==> src/rtl/tt_sub_pkg.sv <==
// rtl/tt_sub_pkg.sv - shared widths, FSM encoding and uio bit indices for the serial subtractor
package tt_sub_pkg;

   localparam int SUB_WIDTH = 8;

   typedef enum logic [1:0] {
      ST_IDLE  = 2'd0,
      ST_SHIFT = 2'd1,
      ST_DONE  = 2'd2
   } state_t;

   // uio_in control pins
   localparam int UIO_LOAD_A = 0;
   localparam int UIO_LOAD_B = 1;
   localparam int UIO_START  = 2;

   // uio_out status pins
   localparam int UIO_BUSY   = 4;
   localparam int UIO_DONE   = 5;
   localparam int UIO_BORROW = 6;
   localparam int UIO_OVF    = 7;

   // upper nibble of uio is output, lower nibble is input
   localparam logic [7:0] UIO_OE_VAL = 8'hF0;

endpackage

==> src/rtl/tt_sync_edge.sv <==
// rtl/tt_sync_edge.sv - 2-flop synchronizer plus rising-edge detector, vectored
module tt_sync_edge #(
   parameter int N = 3
) (
   input  logic         clk,
   input  logic         rst_n,
   input  logic         i_ena,
   input  logic [N-1:0] i_pin,
   output logic [N-1:0] o_rise
);

   logic [N-1:0] r_meta;
   logic [N-1:0] r_sync;
   logic [N-1:0] r_prev;

   // synchronizer chain and edge history; frozen while the tile is disabled
   always_ff @(posedge clk or negedge rst_n) begin
      if (!rst_n) begin
         r_meta <= '0;
         r_sync <= '0;
         r_prev <= '0;
      end else if (i_ena) begin
         r_meta <= i_pin;
         r_sync <= r_meta;
         r_prev <= r_sync;
      end
   end

   assign o_rise = r_sync & ~r_prev;

endmodule

==> src/rtl/tt_um_subtractor_serial_ss.sv <==
// rtl/tt_um_subtractor_serial_ss.sv - bit-serial A-B subtractor with borrow and signed overflow flags
module tt_um_subtractor_serial_ss
   import tt_sub_pkg::*;
#(
   parameter int WIDTH = SUB_WIDTH
) (
   input  logic       clk,
   input  logic       rst_n,
   input  logic       ena,
   input  logic [7:0] ui_in,
   input  logic [7:0] uio_in,
   output logic [7:0] uo_out,
   output logic [7:0] uio_out,
   output logic [7:0] uio_oe
);

   localparam int CNT_W = (WIDTH > 1) ? $clog2(WIDTH) : 1;
   localparam logic [CNT_W-1:0] LAST_BIT = CNT_W'(WIDTH - 1);

   state_t           r_state;
   state_t           w_state_nxt;
   logic [WIDTH-1:0] r_a;
   logic [WIDTH-1:0] r_b;
   logic [WIDTH-1:0] r_sa;
   logic [WIDTH-1:0] r_sb;
   logic [WIDTH-1:0] r_part;
   logic [CNT_W-1:0] r_cnt;
   logic             r_bw;
   logic [7:0]       r_uo;
   logic             r_busy;
   logic             r_done;
   logic             r_borrow;
   logic             r_ovf;

   logic [2:0]       w_rise;
   logic             w_accept;
   logic             w_ld_a;
   logic             w_ld_b;
   logic             w_go;
   logic             w_last;
   logic [WIDTH-1:0] w_a_src;
   logic [WIDTH-1:0] w_b_src;
   logic             w_d;
   logic             w_bw_nxt;
   logic [WIDTH-1:0] w_res;
   logic [7:0]       w_uio;
   logic             w_unused;

   assign w_unused = &{1'b0, uio_in[7:3]};

   tt_sync_edge #(.N(3)) u_sync_edge (
      .clk    (clk),
      .rst_n  (rst_n),
      .i_ena  (ena),
      .i_pin  (uio_in[2:0]),
      .o_rise (w_rise)
   );

   // control edges are only honoured outside SHIFT; edges during SHIFT are simply dropped
   assign w_accept = ena && (r_state != ST_SHIFT);
   assign w_ld_a   = w_accept && w_rise[UIO_LOAD_A];
   assign w_ld_b   = w_accept && w_rise[UIO_LOAD_B];
   assign w_go     = w_accept && w_rise[UIO_START];
   assign w_last   = ena && (r_state == ST_SHIFT) && (r_cnt == LAST_BIT);

   // a load coinciding with start feeds the fresh byte straight into the computation
   assign w_a_src  = w_ld_a ? WIDTH'(ui_in) : r_a;
   assign w_b_src  = w_ld_b ? WIDTH'(ui_in) : r_b;

   // one full-subtractor bit slice, LSB first
   assign w_d      = r_sa[0] ^ r_sb[0] ^ r_bw;
   assign w_bw_nxt = (~r_sa[0] & r_sb[0]) | (~(r_sa[0] ^ r_sb[0]) & r_bw);
   assign w_res    = {w_d, r_part[WIDTH-1:1]};

   // state register
   always_ff @(posedge clk or negedge rst_n) begin
      if (!rst_n) begin
         r_state <= ST_IDLE;
      end else if (ena) begin
         r_state <= w_state_nxt;
      end
   end

   // next-state logic
   always_comb begin
      w_state_nxt = r_state;
      unique case (r_state)
         ST_IDLE, ST_DONE: if (w_go)   w_state_nxt = ST_SHIFT;
         ST_SHIFT:         if (w_last) w_state_nxt = ST_DONE;
         default:          w_state_nxt = ST_IDLE;
      endcase
   end

   // operands, shift datapath and registered result/flags
   always_ff @(posedge clk or negedge rst_n) begin
      if (!rst_n) begin
         r_a      <= '0;
         r_b      <= '0;
         r_sa     <= '0;
         r_sb     <= '0;
         r_part   <= '0;
         r_cnt    <= '0;
         r_bw     <= 1'b0;
         r_uo     <= 8'h00;
         r_busy   <= 1'b0;
         r_done   <= 1'b0;
         r_borrow <= 1'b0;
         r_ovf    <= 1'b0;
      end else if (ena) begin
         if (w_ld_a) r_a <= w_a_src;
         if (w_ld_b) r_b <= w_b_src;
         if (w_go) begin
            r_sa   <= w_a_src;
            r_sb   <= w_b_src;
            r_part <= '0;
            r_cnt  <= '0;
            r_bw   <= 1'b0;
            r_busy <= 1'b1;
            r_done <= 1'b0;
         end else if (r_state == ST_SHIFT) begin
            r_sa   <= r_sa >> 1;
            r_sb   <= r_sb >> 1;
            r_part <= w_res;
            r_cnt  <= r_cnt + 1'b1;
            r_bw   <= w_bw_nxt;
            if (w_last) begin
               // result and flags change only here, so they stay stable throughout SHIFT
               r_uo     <= 8'(w_res);
               r_borrow <= w_bw_nxt;
               r_ovf    <= (r_a[WIDTH-1] ^ r_b[WIDTH-1]) & (w_d ^ r_a[WIDTH-1]);
               r_busy   <= 1'b0;
               r_done   <= 1'b1;
            end
         end
      end
   end

   // status byte assembly from registered flags
   always_comb begin
      w_uio             = 8'h00;
      w_uio[UIO_BUSY]   = r_busy;
      w_uio[UIO_DONE]   = r_done;
      w_uio[UIO_BORROW] = r_borrow;
      w_uio[UIO_OVF]    = r_ovf;
   end

   assign uo_out  = r_uo;
   assign uio_out = w_uio;
   assign uio_oe  = UIO_OE_VAL;

endmodule

==> config.mk <==
export PLATFORM = sky130hd
export DESIGN_NAME = tt_um_subtractor_serial_ss
export DESIGN_NICKNAME = d
export VERILOG_FILES = /design/src/rtl/tt_sub_pkg.sv /design/src/rtl/tt_sync_edge.sv /design/src/rtl/tt_um_subtractor_serial_ss.sv
export SDC_FILE = /design/constraint.sdc
export NUM_CORES = 1
export LEC_CHECK = 0
export CAP_MARGIN = 20
export CORE_MARGIN = 2
export CORE_UTILIZATION = 45
export CTS_CLUSTER_SIZE = 28
export DETAILED_ROUTE_END_ITERATION = 10
export PLACE_DENSITY_LB_ADDON = 0.25
export SETUP_SLACK_MARGIN = 0.3
export SYNTH_ARGS = -nofsm -noshare
export SYNTH_HDL_FRONTEND = slang
export SYNTH_HIERARCHICAL = 1
export SYNTH_SLANG_ARGS = --single-unit
==> constraint.sdc <==
create_clock -name clk -period 1.5 [get_ports clk]
set_input_delay 0.45 -clock clk [delete_from_list [all_inputs] [get_ports clk]]
set_output_delay 0.45 -clock clk [all_outputs]
set_load 0.02 [all_outputs]
Word level (Yosys, flattened, before mapping)

Index checks and enable logic that the tools add are counted.

Logic and storage cells: 73
Register bits after elaboration: 67
Output and inout port bits: 24

Reductions and logical operators: 16
Equal/unequal tests: 6
Mux-type cells: 21
Add/subtract/negate cells: 1
Bitwise gates (word level): 13

Operators with widths:

| kind                  | number |
|---|---|
| $mux W8               | 8 |
| $mux W1               | 8 |
| $logic_and A1 B1 Y1   | 6 |
| $mux W3               | 2 |
| $reduce_and A2 Y1     | 3 |
| $reduce_and A3 Y1     | 2 |
| $mux W2               | 2 |
| $ne A2 B2 Y1 const B  | 2 |
| $pmux W2 S2           | 1 |
| $reduce_and A4 Y1     | 1 |
| $reduce_bool A2 Y1    | 2 |
| $xor A1 B1 Y1         | 4 |
| $add A3 B1 Y3 const B | 1 |
| $and A1 B1 Y1         | 3 |
| $and A3 B3 Y3         | 1 |
| $eq A3 B3 Y1 const B  | 1 |
| $not A1 Y1            | 3 |
| $not A3 Y3            | 1 |
| $eq A2 B1 Y1 const B  | 1 |
| $eq A2 B2 Y1 const B  | 1 |
| $logic_not A2 Y1      | 1 |
| $ne A2 B1 Y1 const B  | 1 |
| $reduce_or A2 Y1      | 1 |
| $or A1 B1 Y1          | 1 |

Longest topological paths before layout

Depth in word-level cells: 6
Gate-level depth with buffers: 6
Depth with buffers taken out: 5

Hierarchy

Netlist, hierarchy kept.

By module, submodules not included:

| module                     | seq. area each (sq um) | cells an instance | instances | area each (sq um) |
|---|---|---|---|---|
| tt_um_subtractor_serial_ss | 1426.4                 | 200               | 1         | 2581.2 |
| tt_sync_edge               | 225.2                  | 22                | 1         | 390.4 |

Least setup slack after synthesis

No wires, ideal clock.

Kind: register -> register
Start point: register r_cnt[0]
End point: register r_uo[5], in the netlist uo_out[5]
Stages on the path, launching flop included: 6
Clock period less this slack: 1.616 ns
Setup slack: -0.116 ns
Required time: 1.375 ns
Setup time: 0.125 ns
Arrival: 1.492 ns
Cell sequence: dfrtp_1 ha_1 ha_1 nand4b_1 buf_2 mux2_2

Word-level cells in the longest chain between the ends: 3

Ends and longest elaborated chain:

| element                            | line                              | RTL |
|---|---|---|
| from (decl)                        | tt_um_subtractor_serial_ss.sv:27  | `logic [CNT_W-1:0] r_cnt;` |
| from (signal assigned)             | tt_um_subtractor_serial_ss.sv:124 | `r_cnt <= r_cnt + 1'b1;` |
| $eq A3 B3 Y1                       | tt_um_subtractor_serial_ss.sv:64  | `assign w_last = ena && (r_state == ST_SHIFT) && (r_cnt == LAST_BIT);` |
| $logic_and A1 B1 Y1                | tt_um_subtractor_serial_ss.sv:64  |  |
| $reduce_and A4 Y1 (no source line) | -                                 |  |
| to (signal assigned)               | tt_um_subtractor_serial_ss.sv:128 | `r_uo <= 8'(w_res);` |
| to (decl)                          | tt_um_subtractor_serial_ss.sv:29  | `logic [7:0] r_uo;` |

Every way passes these cells.
A chain may end at the register's enable or synchronous reset.

Worst setup path after layout

Start point: register r_cnt[0]
End point: register r_uo[7], in the netlist uo_out[7]

The elaborated chain is that of the path after synthesis.

==> results.sh <==
export IMPL_clockRootBuffer="clkbuf_8"
export IMPL_clock_fmax_mhz=656
export IMPL_wl_per_cell_um=16.8
export IMPL_cts_tree="built"
export IMPL_finalSetupViolCount=8
export IMPL_rsz0062_at_grt="yes"
export IMPL_fin_setup_tns_ns=-0.0894
export IMPL_yosys_top_cells_area="dfrtp_1, mux2_2, mux2i_1"
export IMPL_nets=309
export IMPL_maxCapViolations=0
export IMPL_grt_usage_pct=16.6
export IMPL_syn_inst=222
export IMPL_hold_violations=0
export IMPL_grt_overflow_total=0
export IMPL_routed_wl_um=6200
export IMPL_crit_chain="ha_2, ha_4, nand4b_1, buf_6, clkbuf_16, mux2_4"
export IMPL_start_util_pct=46.5
export IMPL_async_flop_share_pct=100
export IMPL_ys_ff_latch=66
export IMPL_dieArea_sq_mm=0.00727
export IMPL_vias=1934
export IMPL_synth_ff_type="dfrtp_1"
export IMPL_start_kind="register"
export IMPL_min_period_ns=1.52
export IMPL_nFillCells=496
export IMPL_worst_clock_skew_ns=0.00480
export IMPL_endpoint_kind="register"
export IMPL_rows=29
export IMPL_layout_setup_ws_ns=-0.0242
export IMPL_power_w=0.00759
export IMPL_clkTransAtPathRegs_ns=0.07
export IMPL_synth_top_area_cell="dfrtp_1"
export IMPL_numCtsBuffers=9
export IMPL_drive_above_1_share_pct=46.2
export IMPL_dp_hpwl_um=3460
export IMPL_synthesis_area_sq_mm=0.00297
export IMPL_ios=43
export IMPL_clk_path_buf_depth=2
export IMPL_grt_pass1_wl_um=9230
export IMPL_cp_max_fo=5
export IMPL_clock_latency_ns=0.34
export IMPL_synth_edf_count=0
export IMPL_diodes=0
export IMPL_peakVddDrop_mv=1.26
export IMPL_syn2layout_area_growth_pct=38.1
export IMPL_yosysMostFrequentCell="dfrtp_1"
export IMPL_dr_pass1_iters=4
export IMPL_core_area_sq_mm=0.00639
export IMPL_postLayoutCellArea_sq_mm=0.00411
export IMPL_die_x_um=85.3
export IMPL_arrival_ns=1.76
export IMPL_synthDistinctLibCells=26
export IMPL_antenna_found_initial=0
export IMPL_htree_levels=3
export IMPL_postRouteAntennaNets=0
export IMPL_cp_required_ns=1.73
export IMPL_post_route_period_util_pct=102
export IMPL_first_global_vias=1803
export IMPL_post_route_util_pct=64.3
export IMPL_yosys_area_top_type_share_pct=55.6
export IMPL_power_density_mw_per_mm2=1850
export IMPL_syn_avg_cell_area_sq_um=13.4
export IMPL_p_leak_nw=2.00
export IMPL_hold_path_class="primary input to asynchronous set/reset pin"
export IMPL_io_buffers=25
export IMPL_status="complete, but fails checks"
export IMPL_die_h_um=85.3
export IMPL_grt_max_degree=67
export IMPL_violations="negative setup slack"
export IMPL_cts_sinks=66
export IMPL_yosys_warnings=6
export IMPL_slew_violations=0
export IMPL_criticalPathCategory="register to register"
export IMPL_synthTopCellsByCount="dfrtp_1, mux2_2, buf_4, mux2i_1"
export IMPL_drtIter0Drc=66
export IMPL_ys_seq_area_share_pct=55.6
export IMPL_slowest_delay_ns=0.39
export IMPL_cpMaxStageDelayCell="dfrtp_1"
export IMPL_drc=0
export IMPL_gp_congestion=0.706
export IMPL_hold_ws_ns=0.111
export IMPL_holdBufCountCts=0
export IMPL_vias_per_cell=5.24
export IMPL_dpl_cell_area_sq_mm=0.00340
[cell families after synthesis]
kind of cell	Yosys count	synth area share (%)
other	2	0.253
AOI/OAI and AO/OA	34	9.73
muxes	50	19.4
adders and majority gates	3	1.52
DFF	66	55.6
buffers and inverters	32	7.41
and+or+nand+nor	35	6.11
[critical path: cells and delay by family (launching register included)]
kind                     cells  cell delay (ns)
flip-flops                   1             0.39
buffers and inverters        2             0.27
AND/OR/NAND/NOR              1             0.09
adder cells (fa/ha/maj)      2             0.37
multiplexers                 1             0.29
[what timing repair did]
item	CTS	global route
pin swaps	0	7
resized for setup	82	56
gates cloned	1	2
buffers inserted	4	21
setup endpoints to repair	78	78
[cell usage in the layout (no fill, tap or decap), types with 6 or more instances in the layout]
cell type and instances:
a221o_1 14, a22o_1 10, buf_12 6, buf_4 28, buf_6 22, clkbuf_8 10, clkdlybuf4s50_1 11, conb_1 12
dfrtp_1 64, mux2_4 33, mux2i_1 11, nand2_1 8, nor3_1 11
[layer usage]
layer | track usage, % | part of all wire [%] | up-vias
li1 | - | - | 915
met2 | 24.3 | 49 | 40
met3 | 5.64 | 3.8 | 10
met4 | 7.50 | 1.9 | 0
met1 | 22.5 | 45 | 969
met5 | 0 | 0 | -
[state kept, by name (all words and copies together), names as in the netlist]
name / flops
r_cnt: 3
r_borrow: 1
r_done: 1
r_sa: 8
u_sync_edge/r_sync: 3
u_sync_edge/r_meta: 3
r_bw: 1
r_ovf: 1
r_b: 8
r_part: 7
u_sync_edge/r_prev: 3
r_busy: 1
r_sb: 8
uo_out: 8
r_a: 8
r_state: 2
[path summary, 6_finish.rpt]
kind	startpoint	to	slack, ns	cells past startpoint
max	r_cnt[0]	uo_out[7]	-0.02	6
min	rst_n	r_part[3]	0.11	2
min in group clk	r_sb[7]	r_sb[7]	0.50	1
min reg2reg	r_sb[7]	r_sb[7]	0.50	1
max reg2reg	r_cnt[0]	uo_out[7]	-0.02	6
max in group asynchronous	rst_n	r_state[1]	1.11	2
[layout make-up]
type,count,area [sq um],share of cell area [%]
sequential,66,1650,40.3
timing repair buffer,72,761,18.5
multi-input combinational,135,1360,33.2
clock buffer,11,141,3.44
inverter,3,11.3,0.274
clock inverter,5,77.6,1.89
tap,77,96.3,2.35
[through the flow]
step | std cells | setup slack, ns
global placement | 325 | -0.326
floorplan | 232 | 0.00116
detailed placement | 325 | -0.354
finish | 369 | -0.0242
CTS | 346 | -0.0325
global route | 369 | -0.0707
[report_power, final]
part,internal (W),switching [W]
Sequential,0.00246,0.000500
Clock,0.000976,0.000684
Combinational,0.00179,0.00118
Note: power is estimated with default switching activity, not from simulation.
==> variant: new RTL, same settings <==
Re-encode `state_t` (3 states) as one-hot, 3 bits wide.
--- a/src/rtl/tt_sub_pkg.sv
+++ b/src/rtl/tt_sub_pkg.sv
@@ -4,8 +4,8 @@
    localparam int SUB_WIDTH = 8;
 
-   typedef enum logic [1:0] {
-      ST_IDLE  = 2'd0,
-      ST_SHIFT = 2'd1,
-      ST_DONE  = 2'd2
+   typedef enum logic [2:0] {
+      ST_IDLE  = 3'b001,
+      ST_SHIFT = 3'b010,
+      ST_DONE  = 3'b100
    } state_t;
 
Behaviour: no difference found for any inputs over 10 cycles, from zero or initial values and one cycle with rst_n low; not proved beyond that.
==> variant against the original RTL <==
The run still ends with negative setup slack left. Sequential cell count is 1 higher. Sequential power is 8.4% lower. Die area is 11% higher. Synthesized area is 11% higher. Non-clock buffer count is 23 higher. Final area is 19% higher. Critical path type unchanged. Sequential share of layout area is 5.9 points lower. Power is 15% lower. Setup slack worse by 0.046 ns. Global-route usage is 2.3 points higher. Via count is 21% higher. Routed wire length is 21% higher.
==> variant: results (changes against the original RTL) <==
Sw Pwr=2.00 mW (-15%); WHS=0.0814 ns (-0.0299 ns); final setup TNS=-0.227 ns (-0.137 ns); CTS resizes=137 (+67%); final setup fails=10 (+2); Reg2Reg Setup Slack=-0.07 ns (-0.05 ns); Avg Cell Area, Syn=12.5 sq um (-7.0%); Top delay family on crit path=adder cells; slowest stage delay, CP=0.59 ns (+0.20 ns); layout cells sized above 1=0.567 (+0.105); post-synthesis adder-cell area fraction=0.0136 (-0.00156); Inst Count DP=398 (+22%); RR Startpoint=r_bw; leak pwr=2.41 nW (+20%); Routed WL=7.52 mm (+21%); logic gate share of total power=0.354 (-0.037); pre-CTS WS=-0.413 ns (-0.0588 ns); register area share after synthesis=0.507 (-0.0492); violated checks=negative setup slack; Final Worst Setup Slack=-0.0703 ns (-0.0461 ns); mux share of post-synthesis cell area=0.194 (-0.000301); Setup Fix Bufs, Post-CTS=24 (+20); status=complete, but fails checks; Power Density=1320 mW/mm^2 (-29%); Cell variety after synth=38 (+46%); largest net degree at the start of global routing=68 (+1.5%); placer congestion estimate=0.752 (+6.5%); peak supply drop=0.798 mV (-36%); Synth area leaders=dfrtp_1 (50%), mux2_4 (8.2%), nand2_1 (5.8%), mux2_2 (5.8%), mux2i_1 (5.4%); commonest cells in the netlist=dfrtp_1 (66), nand2_1 (51), mux2_4 (18), mux2i_1 (18); Synth top area share=0.499 (-0.0571); DRT iter0 DRCs=98 (+48%)
variant: changes by cell type after synthesis, moves of 3 or more:
cell / before / now
o221ai_1: 0 / 4
a21oi_1: 1 / 6
o221ai_2: 0 / 11
nor3_1: 14 / 0
nand2_1: 9 / 51
mux2_2: 25 / 17
o21ai_0: 6 / 11
a221o_1: 14 / 0
nand3_1: 3 / 0
mux2_4: 9 / 18
a22o_1: 10 / 0
buf_2: 8 / 2
variant: routing by layer:
metal  share of wire  GRT usage  up-vias
li1                -          -     1079
met1            0.43      0.239     1186
met2            0.51      0.311       46
met3           0.028     0.0478       23
met4           0.035     0.0859        0
met5               0          0        -
variant: area by class of cell:
class	instances	area (sq um)
clock buffer	15	186
clock inverter	1	5.00
fill	494	2300
inverter	5	18.8
multi-input combinational	175	1780
sequential	67	1680
tap	99	124
timing repair buffer	95	1090
